<file path="src/rtl/irq_controller.sv">
// Multi-source IRQ controller: edge-detects and latches external requests,
// applies a software mask and the CPSR I-bit, picks the lowest enabled index,
// and runs the INT_irq/INTA_irq handshake with decode. Interrupts never nest:
// a new request is only raised once the handler signals IRQ_done.
//
// Ports:
//   clk, rst_n    clock, synchronous active-low reset
//   EX_irq        external level requests; a rising edge latches pending
//   CPSR_7        CPSR I-bit, 1 = IRQ disabled
//   INTA_irq      one-cycle acknowledge from decode (honoured only in REQ)
//   IRQ_done      one-cycle handler-return pulse (honoured only in SERVICE)
//   mask_we       mask write strobe
//   mask_wdata    new mask, bit=1 enables the source
//   INT_irq       registered interrupt request to decode
//   irq_id        source being requested or serviced
//   irq_vector    VEC_BASE + 4*irq_id
//   in_service    handler active
//   pending       latched request bits
//   mask          current mask
module irq_controller #(
    parameter int unsigned   N_SRC    = 8,
    parameter logic [31:0]   VEC_BASE = 32'h0000_0018,
    localparam int unsigned  ID_W     = $clog2(N_SRC)
) (
    input  logic              clk,
    input  logic              rst_n,
    input  logic [N_SRC-1:0]  EX_irq,
    input  logic              CPSR_7,
    input  logic              INTA_irq,
    input  logic              IRQ_done,
    input  logic              mask_we,
    input  logic [N_SRC-1:0]  mask_wdata,
    output logic              INT_irq,
    output logic [ID_W-1:0]   irq_id,
    output logic [31:0]       irq_vector,
    output logic              in_service,
    output logic [N_SRC-1:0]  pending,
    output logic [N_SRC-1:0]  mask
);

    typedef enum logic [1:0] {
        ST_IDLE    = 2'd0,
        ST_REQ     = 2'd1,
        ST_SERVICE = 2'd2
    } state_e;

    state_e              state_q, state_d;
    logic [N_SRC-1:0]    prev_q, prev_d;
    logic [N_SRC-1:0]    pending_q, pending_d;
    logic [N_SRC-1:0]    mask_q, mask_d;
    logic [ID_W-1:0]     irq_id_q, irq_id_d;
    logic                int_irq_q, int_irq_d;
    logic                in_service_q, in_service_d;

    logic [N_SRC-1:0]    rise;
    logic [N_SRC-1:0]    active;
    logic [N_SRC-1:0]    pending_clr;
    logic [ID_W-1:0]     win_id;

    // Fixed priority: scan downward so the lowest enabled index wins.
    always_comb begin
        active = pending_q & mask_q;
        win_id = '0;
        for (int i = int'(N_SRC) - 1; i >= 0; i--) begin
            if (active[i]) begin
                win_id = ID_W'(i);
            end
        end
    end

    // Next-state, pending bookkeeping and registered output decode.
    always_comb begin
        state_d     = state_q;
        irq_id_d    = irq_id_q;
        pending_clr = '0;

        case (state_q)
            ST_IDLE: begin
                if ((|active) && !CPSR_7) begin
                    state_d  = ST_REQ;
                    irq_id_d = win_id;
                end
            end
            ST_REQ: begin
                if (INTA_irq) begin
                    pending_clr = N_SRC'(1) << irq_id_q;
                    state_d     = ST_SERVICE;
                end else if (CPSR_7) begin
                    state_d = ST_IDLE;
                end
            end
            ST_SERVICE: begin
                if (IRQ_done) begin
                    state_d = ST_IDLE;
                end
            end
            default: begin
                state_d = ST_IDLE;
            end
        endcase

        rise         = EX_irq & ~prev_q;
        prev_d       = EX_irq;
        // A new edge in the acknowledge cycle must survive the clear.
        pending_d    = (pending_q & ~pending_clr) | rise;
        mask_d       = mask_we ? mask_wdata : mask_q;
        int_irq_d    = (state_d == ST_REQ);
        in_service_d = (state_d == ST_SERVICE);
    end

    // State and data registers.
    always_ff @(posedge clk) begin
        if (!rst_n) begin
            state_q      <= ST_IDLE;
            prev_q       <= '0;
            pending_q    <= '0;
            mask_q       <= '0;
            irq_id_q     <= '0;
            int_irq_q    <= 1'b0;
            in_service_q <= 1'b0;
        end else begin
            state_q      <= state_d;
            prev_q       <= prev_d;
            pending_q    <= pending_d;
            mask_q       <= mask_d;
            irq_id_q     <= irq_id_d;
            int_irq_q    <= int_irq_d;
            in_service_q <= in_service_d;
        end
    end

    assign INT_irq    = int_irq_q;
    assign in_service = in_service_q;
    assign irq_id     = irq_id_q;
    assign pending    = pending_q;
    assign mask       = mask_q;
    assign irq_vector = VEC_BASE + (32'(irq_id_q) << 2);

endmodule

</file>
<file path="config.mk">
export PLATFORM = sky130hd
export DESIGN_NAME = irq_controller
export DESIGN_NICKNAME = d
export VERILOG_FILES = /design/src/rtl/irq_controller.sv
export SDC_FILE = /design/constraint.sdc
export NUM_CORES = 1
export LEC_CHECK = 0
export BUFFER_PORTS_ARGS = -buffer_cell sky130_fd_sc_hd__buf_4
export CAP_MARGIN = 5
export CORE_MARGIN = 2
export CORE_UTILIZATION = 40
export CTS_CLUSTER_DIAMETER = 200
export DETAILED_ROUTE_END_ITERATION = 12
export HOLD_SLACK_MARGIN = 0.1
export PLACE_DENSITY = 0.72
export SLEW_MARGIN = 15
export SYNTH_ARGS = -nofsm -noshare
export SYNTH_HDL_FRONTEND = slang
export SYNTH_SLANG_ARGS = --single-unit
</file>
<file path="constraint.sdc">
create_clock -name clk -period 1.8 [get_ports clk]
set_clock_uncertainty 0.1 [all_clocks]
set_input_delay 0.18 -clock clk [delete_from_list [all_inputs] [get_ports clk]]
set_output_delay 0.18 -clock clk [all_outputs]
set_load 0.03 [all_outputs]
</file>
# Word level (Yosys, flattened, before mapping)
# Cells that the tools add are included.
word_totals:
  register_bits: 31
  input_bits: 22
  out_inout_bits: 53
  elab_cells: 39
op_classes:
  addsub: 1
  n_eq_ne: 4
  shifts: 1
  mux: 15
  n_bitwise: 6
  reduce_logical: 5
op_table:
  columns: ["cell", "n"]
  rows:
  - ["8-bit bitwise AND", 3]
  - ["3-bit two-way mux", 8]
  - ["8-bit two-way mux", 2]
  - ["8-bit inverter", 2]
  - ["2-bit two-way mux", 4]
  - ["8-bit bitwise OR", 1]
  - ["8-bit OR reduction", 1]
  - ["1-bit by 3-bit left shift with 8-bit output (first input constant)", 1]
  - ["5-bit by 5-bit adder with 6-bit output (first input constant)", 1]
  - ["2-bit one-hot mux with 3 select lines", 1]
  - ["2-bit by 1-bit equality test with 1-bit output (second input constant)", 2]
  - ["2-bit equality test (second input constant)", 2]
  - ["2-bit logical NOT", 1]
  - ["2-bit AND reduction", 1]
  - ["1-bit logical AND", 1]
  - ["1-bit logical NOT", 1]

# Logic depth before layout (Yosys ltp)
# Gate-level depths: netlist (run 1).
depth:
  depth_word: 9
  depth_mapped: 4
  mapped_depth_nobuf: 4

# Worst setup path before layout (run 1)
# OpenSTA, ideal clock, no wires.
synth_path:
  path_type: "register to output"
  startpoint: "reg irq_id_q[1], in the netlist irq_id[1]"
  endpoint: "out irq_vector[4]"
  arrival_time_ns: 1.419
  required_ns: 1.520
  setup_slack_ns: 0.101
  path_stages_with_launch: 4
  path_buffers: 0
  cell_sequence: "dfxtp_1 -> inv_1 -> ha_1 -> inv_1"
synth_via:
  elab_chain_cells: 1
synth_lines:
  columns: ["item", "line", "rtl"]
  rows:
  - ["start: declaration", "51", "logic [ID_W-1:0] irq_id_q, irq_id_d;"]
  - ["start signal: assignment", "126", "irq_id_q <= irq_id_d;"]
  - ["5-bit by 5-bit adder with 6-bit output", "137", "assign irq_vector = VEC_BASE + (32'(irq_id_q) << 2);"]
  - ["end: declaration", "35", "output logic [31:0] irq_vector,"]
# Every way passes these cells.

# Worst setup path after layout (run 1)
layout_path:
  startpoint: "in CPSR_7"
  endpoint: "reg int_irq_q, in the netlist INT_irq"
layout_via:
  elab_chain_cells: 5
  elab_cells_between_ends: 7
  cone_classes: "eq/ne (1); mux (4); reduce/logical (2)"
layout_lines:
  columns: ["item", "line", "rtl"]
  rows:
  - ["start: declaration", "28", "input logic CPSR_7,"]
  - ["1-bit logical NOT", "79", "if ((|active) && !CPSR_7) begin"]
  - ["1-bit logical AND", "79", null]
  - ["2-bit two-way mux", "79", null]
  - ["2-bit one-hot mux with 3 select lines *", "77", "case (state_q)"]
  - ["2-bit by 1-bit equality test with 1-bit output *", "107", "int_irq_d = (state_d == ST_REQ);"]
  - ["end signal: assignment", "127", "int_irq_q <= int_irq_d;"]
  - ["end: declaration", "52", "logic int_irq_q, int_irq_d;"]
# Every way passes the cells marked *; elsewhere a longest branch is shown, timed or not.
# A chain may end at the register's enable or synchronous reset.

==> results.cfg, run 1 <==
[setup_path]
critPathLaunchType = primary input
crit_fanout = 2
critPathCaptureType = register
cp_slowest_cell = dlygate4sd3_1
cpPeakStageDelay_ns = 0.57
critical_path_class = primary input to register
cp_common_cell = dlygate4sd3_1
crit_arrival_ns = 1.81
crit_family = buffers and inverters
critical_path_buf_inv_count = 3
cp_cell_sequence = dlygate4sd3_1 > buf_4 > a211o_1 > dlygate4sd3_1 > nor3_1
cp.required_ns = 1.96

[timing]
finalCriticalPeriod_ns = 1.65
slew_violations = 0
hold_viol_final = 0
fin_crit_sh_pct = 91.6
clock.fmax_ghz = 0.607
setup_ws_ns = 0.152
fin_hold_ws_ns = 0.104
final-setup-viol-count = 0
fin_setup_tns_ns = 0
rsz0062_at_grt = false

[synth]
postSynthCellCount = 158
yosysWarnings = 0
avgSynthCellArea_sq_um = 9.17
ys_types = 28
ys_seq_elements = 31
synthesis.area_sq_mm = 0.00145
seq_area_frac_synth_pct = 42.8

[global_routing]
grt_max_degree = 15
grt_pass1_vias = 1174
antenna_found_initial = 0
grt.total_usage_pct = 16.5
gr-total-overflow = 0
grt_pass1_wl_um = 5190

[floorplanning]
start_util_pct = 42.4
fp-row-count = 21
die_h_um = 64.2
io_pins = 75
dieWidth_um = 64.2
fp.dieArea_sq_mm = 0.00412
coreArea_sq_mm = 0.00342

[placement]
dpl_cell_area_sq_mm = 0.00173
gp_congestion = 0.819
io_buffers = 46
preCtsSetupSlack_ns = 0.444
hpwl_um = 2170

[final_layout]
diodes = 0
fillCellCount = 300
fin_area_sq_mm = 0.00206
final_nets = 257
drive_above_1_share_pct = 29.4
areaGrowthSynthToFinish_pct = 42.1

[clocking]
insertion_delay_ns = 0.34
cts_tree = done
cts_root_buf = clkbuf_4
cts_sinks = 31
clock_path_buffers = 2
cts_made_buffers = 5
clk_pin_slew_ns = 0.10
htree_levels = 2

[pwr]
ir_drop_mv = 0.557
power_mw = 1.59
p_leak_nw = 0.977
powerDensity_mw_per_mm2 = 770

[run_status]
status = finished, final reports clean

[routing]
wl_per_cell_um = 11.4
wirelength_um = 3210
vias = 1237
viasPerCell = 4.40
detail_route.first_pass.iterations = 4
drcViolationCount = 0
ant_nets = 0
drt_first_iter_violations = 24

[job]
cap_violations = 0

[hold_path]
min_path_type = primary input to register
synth_stat cells:
cell | count | area [sq um]
dfxtp_1 | 31 | 621
mux2i_1 | 8 | 80.1
nor2_1 | 12 | 45.0
a32oi_1 | 2 | 17.5
conb_1 | 1 | 3.75
inv_1 | 4 | 15.0
nand2_1 | 11 | 41.3
a21oi_1 | 13 | 65.1
inv_2 | 1 | 3.75
buf_4 | 29 | 218
nor3_1 | 3 | 15.0
a21boi_1 | 1 | 7.51
and2_1 | 8 | 50.1
nor3_2 | 1 | 10.0
nand2_2 | 1 | 6.26
nand4_2 | 1 | 12.5
clkbuf_1 | 1 | 3.75
buf_2 | 2 | 10.0
o21ai_1 | 7 | 35.0
and3b_2 | 1 | 10.0
nand2b_1 | 9 | 56.3
ha_1 | 1 | 12.5
a22oi_2 | 4 | 50.1
a211o_1 | 1 | 8.76
a211oi_1 | 1 | 7.51
nand2b_2 | 1 | 8.76
a41o_1 | 1 | 10.0
o31ai_2 | 2 | 25.0
worst register-to-register path: stages (launching register included):
cell,delay (ns)
dfxtp_1,0.36
a211o_1,0.26
dlygate4sd3_1,0.57
nor3_1,0.13
path summary, 6_finish.rpt:
kind | from | to | slack (ns) | depth (start not counted)
max | CPSR_7 | INT_irq$_SDFF_PN0_ | 0.15 | 5
min | mask_we | mask[1]$_SDFFE_PN0P_ | 0.10 | 3
min reg2reg | prev_q[1]$_SDFF_PN0_ | pending[1]$_SDFF_PN0_ | 0.39 | 2
max reg2reg | state_q[0]$_SDFF_PN0_ | INT_irq$_SDFF_PN0_ | 0.31 | 3
stage by stage:
| stage | std cells | util [%] |
|---|---|---|
| after floorplan | 185 | - |
| after global placement | 246 | 50.6 |
| after detailed placement | 246 | 50.6 |
| after CTS | 280 | 59.9 |
| after global routing | 281 | 60.3 |
| final | 281 | 60.3 |
power breakdown:
part / total, mW / internal, mW / switching [mW]
clock: 0.398 / 0.149 / 0.250
sequential: 0.774 / 0.729 / 0.0457
combinational: 0.414 / 0.167 / 0.246
routing by layer:
metal  GRT usage, %  routed length, um  part of all wire [%]
met1           19.7               1450                    45
met2           27.1               1490                    46
met3           5.99                226                   7.0
met4           5.85                 42                   1.3
met5              0                  0                     0
final cells by class:
type	instances	area [sq um]	share of cell area, %
multi-input combinational	117	679	33.0
sequential	31	623	30.3
inverter	5	18.8	0.911
clock inverter	3	20.0	0.972
clock buffer	5	37.5	1.82
tap	46	57.6	2.79
timing repair buffer	74	623	30.3
registers in the layout, summed over array words and instances (netlist names):
| register | flops |
|---|---|
| prev_q | 8 |
| irq_id | 3 |
| state_q | 2 |
| INT_irq | 1 |
| in_service | 1 |
| mask | 8 |
| pending | 8 |
kinds of logic after synthesis:
family          share of synthesized area [%]
fa+ha+maj                               0.863
simple gates                             17.6
flops                                    42.8
other cells                             0.259
compound gates                           15.6
mux                                      5.53
buf+inv                                  17.3
layout by cell type, fill, tap and decap left out, types with 2 or more instances in the layout:
| master | n |
|---|---|
| a21oi_1 | 13 |
| a22oi_2 | 4 |
| a32oi_1 | 2 |
| and2_1 | 8 |
| buf_4 | 47 |
| clkbuf_4 | 5 |
| clkinvlp_4 | 2 |
| conb_1 | 28 |
| dfxtp_1 | 29 |
| dfxtp_2 | 2 |
| dlygate4sd3_1 | 27 |
| inv_1 | 4 |
| mux2i_1 | 8 |
| nand2_1 | 11 |
| nand2b_1 | 9 |
| nor2_1 | 12 |
| nor3_1 | 3 |
| o21ai_1 | 7 |
| o31ai_2 | 2 |
timing repair:
action / CTS / global route
buffers inserted: 0 / 0
resized for setup: 0 / 2
hold buffers: 26 / 1
setup endpoints to repair: 0 / 1
endpoints found under the hold margin: 27 / 1
Power figures use the tool's default switching activity.
==> inputs of run 2 (changes only) <==
--- a/config.mk
+++ b/config.mk
@@ -12,6 +12,7 @@
 export CTS_CLUSTER_DIAMETER = 200
 export DETAILED_ROUTE_END_ITERATION = 12
 export HOLD_SLACK_MARGIN = 0.1
+export MAX_ROUTING_LAYER = met4
 export PLACE_DENSITY = 0.72
 export SLEW_MARGIN = 15
 export SYNTH_ARGS = -nofsm -noshare
==> run 2 against run 1 <==
Compared with the run above: die area unchanged; non-clock buffer count down 1; sequential share of layout area up 0.11 points; via count is 0.24% lower; routed wire length up 0.25%; setup slack got worse by 0.053 ns; first-iteration DRC count shrank 17%; combinational power about the same; sequential power barely moved; highest routed layer unchanged.
==> results.cfg, run 2 (synthesis gave the netlist of run 1 again) <==
[run_status]
status = finished, final reports clean

[setup_path]
crit_arrival_ns = 1.42
crit_fanout = 7
reg2reg_from = state_q[0]$_SDFF_PN0_
cp.required_ns = 1.52
critPathCaptureType = output port
r2r_slack_ns = 0.32
critical_path_class = register to output port
critPathLaunchType = register
r2r-end = INT_irq$_SDFF_PN0_
r2r_cells = 3

[final_layout]
drive_above_1_share_pct = 29.1
multi_input_area_sq_um = 679
final_core_utilization_pct = 60.0
final_cell_mix = 47 x buf_4, 30 x dfxtp_1, 28 x conb_1, 26 x dlygate4sd3_1, 13 x a21oi_1
fin_cells = 280
fillCellCount = 302
final-seq-area_sq_um = 622
final_nets = 256
final_common_cell = buf_4
areaGrowthSynthToFinish_pct = 41.4
diodes = 0

[clocking]
clock_path_buffers = 2
htree_levels = 2
insertion_delay_ns = 0.35
cts_tree = done
cts_made_buffers = 5
cts_root_buf = clkbuf_4
cts_sinks = 31
clk_pin_slew_ns = 0.10

[routing]
ant_nets = 0
wirelength_um = 3220
viasPerCell = 4.41
drcViolationCount = 0
detail_route.first_pass.iterations = 4
drt_first_iter_violations = 20
wl_per_cell_um = 11.5
vias = 1234

[hold_path]
whs_path_depth = 3
min_path_type = primary input to register
hp-start = mask_we
worstHoldEndpoint = mask[1]$_SDFFE_PN0P_

[pwr]
power_mw = 1.59
powerDensity_mw_per_mm2 = 775
p_leak_nw = 0.973
ir_drop_mv = 0.556

[timing]
finalCriticalPeriod_ns = 1.70
slew_violations = 0
rsz0062_at_grt = false
clock.fmax_ghz = 0.588
final-setup-viol-count = 0
hold_viol_final = 0
fin_setup_tns_ns = 0
fin_crit_sh_pct = 94.5

[placement]
gp_congestion = 0.831
io_buffers = 46
dp.cells = 246
hpwl_um = 2170

[floorplanning]
fp.dieArea_sq_mm = 0.00412
dieWidth_um = 64.2
io_pins = 75
coreArea_sq_mm = 0.00342
fp-row-count = 21
start_util_pct = 42.4
die_h_um = 64.2

[global_routing]
grt_pass1_vias = 1178
grt_max_degree = 15
gr-total-overflow = 0
grt.total_usage_pct = 16.8
antenna_found_initial = 0
grt_pass1_wl_um = 5180

[job]
cap_violations = 0
-- run 2: where the power goes --
group | total [mW] | switching [mW] | internal [mW]
Sequential | 0.774 | 0.0456 | 0.728
Clock | 0.401 | 0.253 | 0.149
Combinational | 0.412 | 0.246 | 0.166
Total | 1.59 | 0.545 | 1.04
-- run 2: critical path: stages, from the launching register on --
cell     delay, ns
dfxtp_1       0.50
inv_1         0.11
ha_1          0.28
inv_1         0.05
buf_4         0.15
-- run 2: layout make-up --
| class | instances | area share, % |
|---|---|---|
| Clock buffer | 5 | 1.83 |
| Clock inverter | 3 | 0.977 |
| Inverter | 5 | 0.916 |
| Multi-Input combinational cell | 117 | 33.2 |
| Sequential cell | 31 | 30.4 |
| Tap cell | 46 | 2.81 |
| Timing Repair Buffer | 73 | 29.9 |
-- run 2: worst max path at each step --
stage / from / endpoint / slack (ns) / cells after the start
6_report: irq_id[2]$_SDFFE_PN0P_ / irq_vector[4] / 0.1 / 4
5_1_grt: irq_id[2]$_SDFFE_PN0P_ / irq_vector[4] / 0.002 / 4
4_1_cts: irq_id[1]$_SDFFE_PN0P_ / irq_vector[4] / 0.05 / 4
3_5_place_dp: irq_id[1]$_SDFFE_PN0P_ / irq_vector[4] / 0.44 / 4
3_3_place_gp: irq_id[1]$_SDFFE_PN0P_ / irq_vector[4] / 0.50 / 4
2_1_floorplan: irq_id[1]$_SDFFE_PN0P_ / irq_vector[4] / 0.10 / 3
-- run 2: layer usage --
metal / global-route usage [%] / vias to the layer above / routed length [um]
li1: - / 626 / -
met1: 19.7 / 552 / 1450
met2: 27.1 / 49 / 1510
met3: 3.87 / 7 / 207
met4: 8.24 / 0 / 48
met5: - / - / 0
-- run 2: through the flow --
stage / setup slack (ns) / hold slack, ns / area [sq um]
after floorplan: 0.101 / 0.202 / 1550
after detailed placement: 0.444 / 0.299 / 1730
after global placement: 0.496 / 0.294 / 1730
after CTS: 0.0520 / 0.102 / 2050
after global routing: 0.00231 / 0.105 / 2050
final: 0.0987 / 0.0978 / 2050
-- run 2: repair_timing --
item                                    in CTS  in global routing
hold buffers                                26                  0
endpoints found under the hold margin       27                  0
endpoints found under the setup margin       0                  1
resized for setup                            0                  1
setup buffers                                0                  0
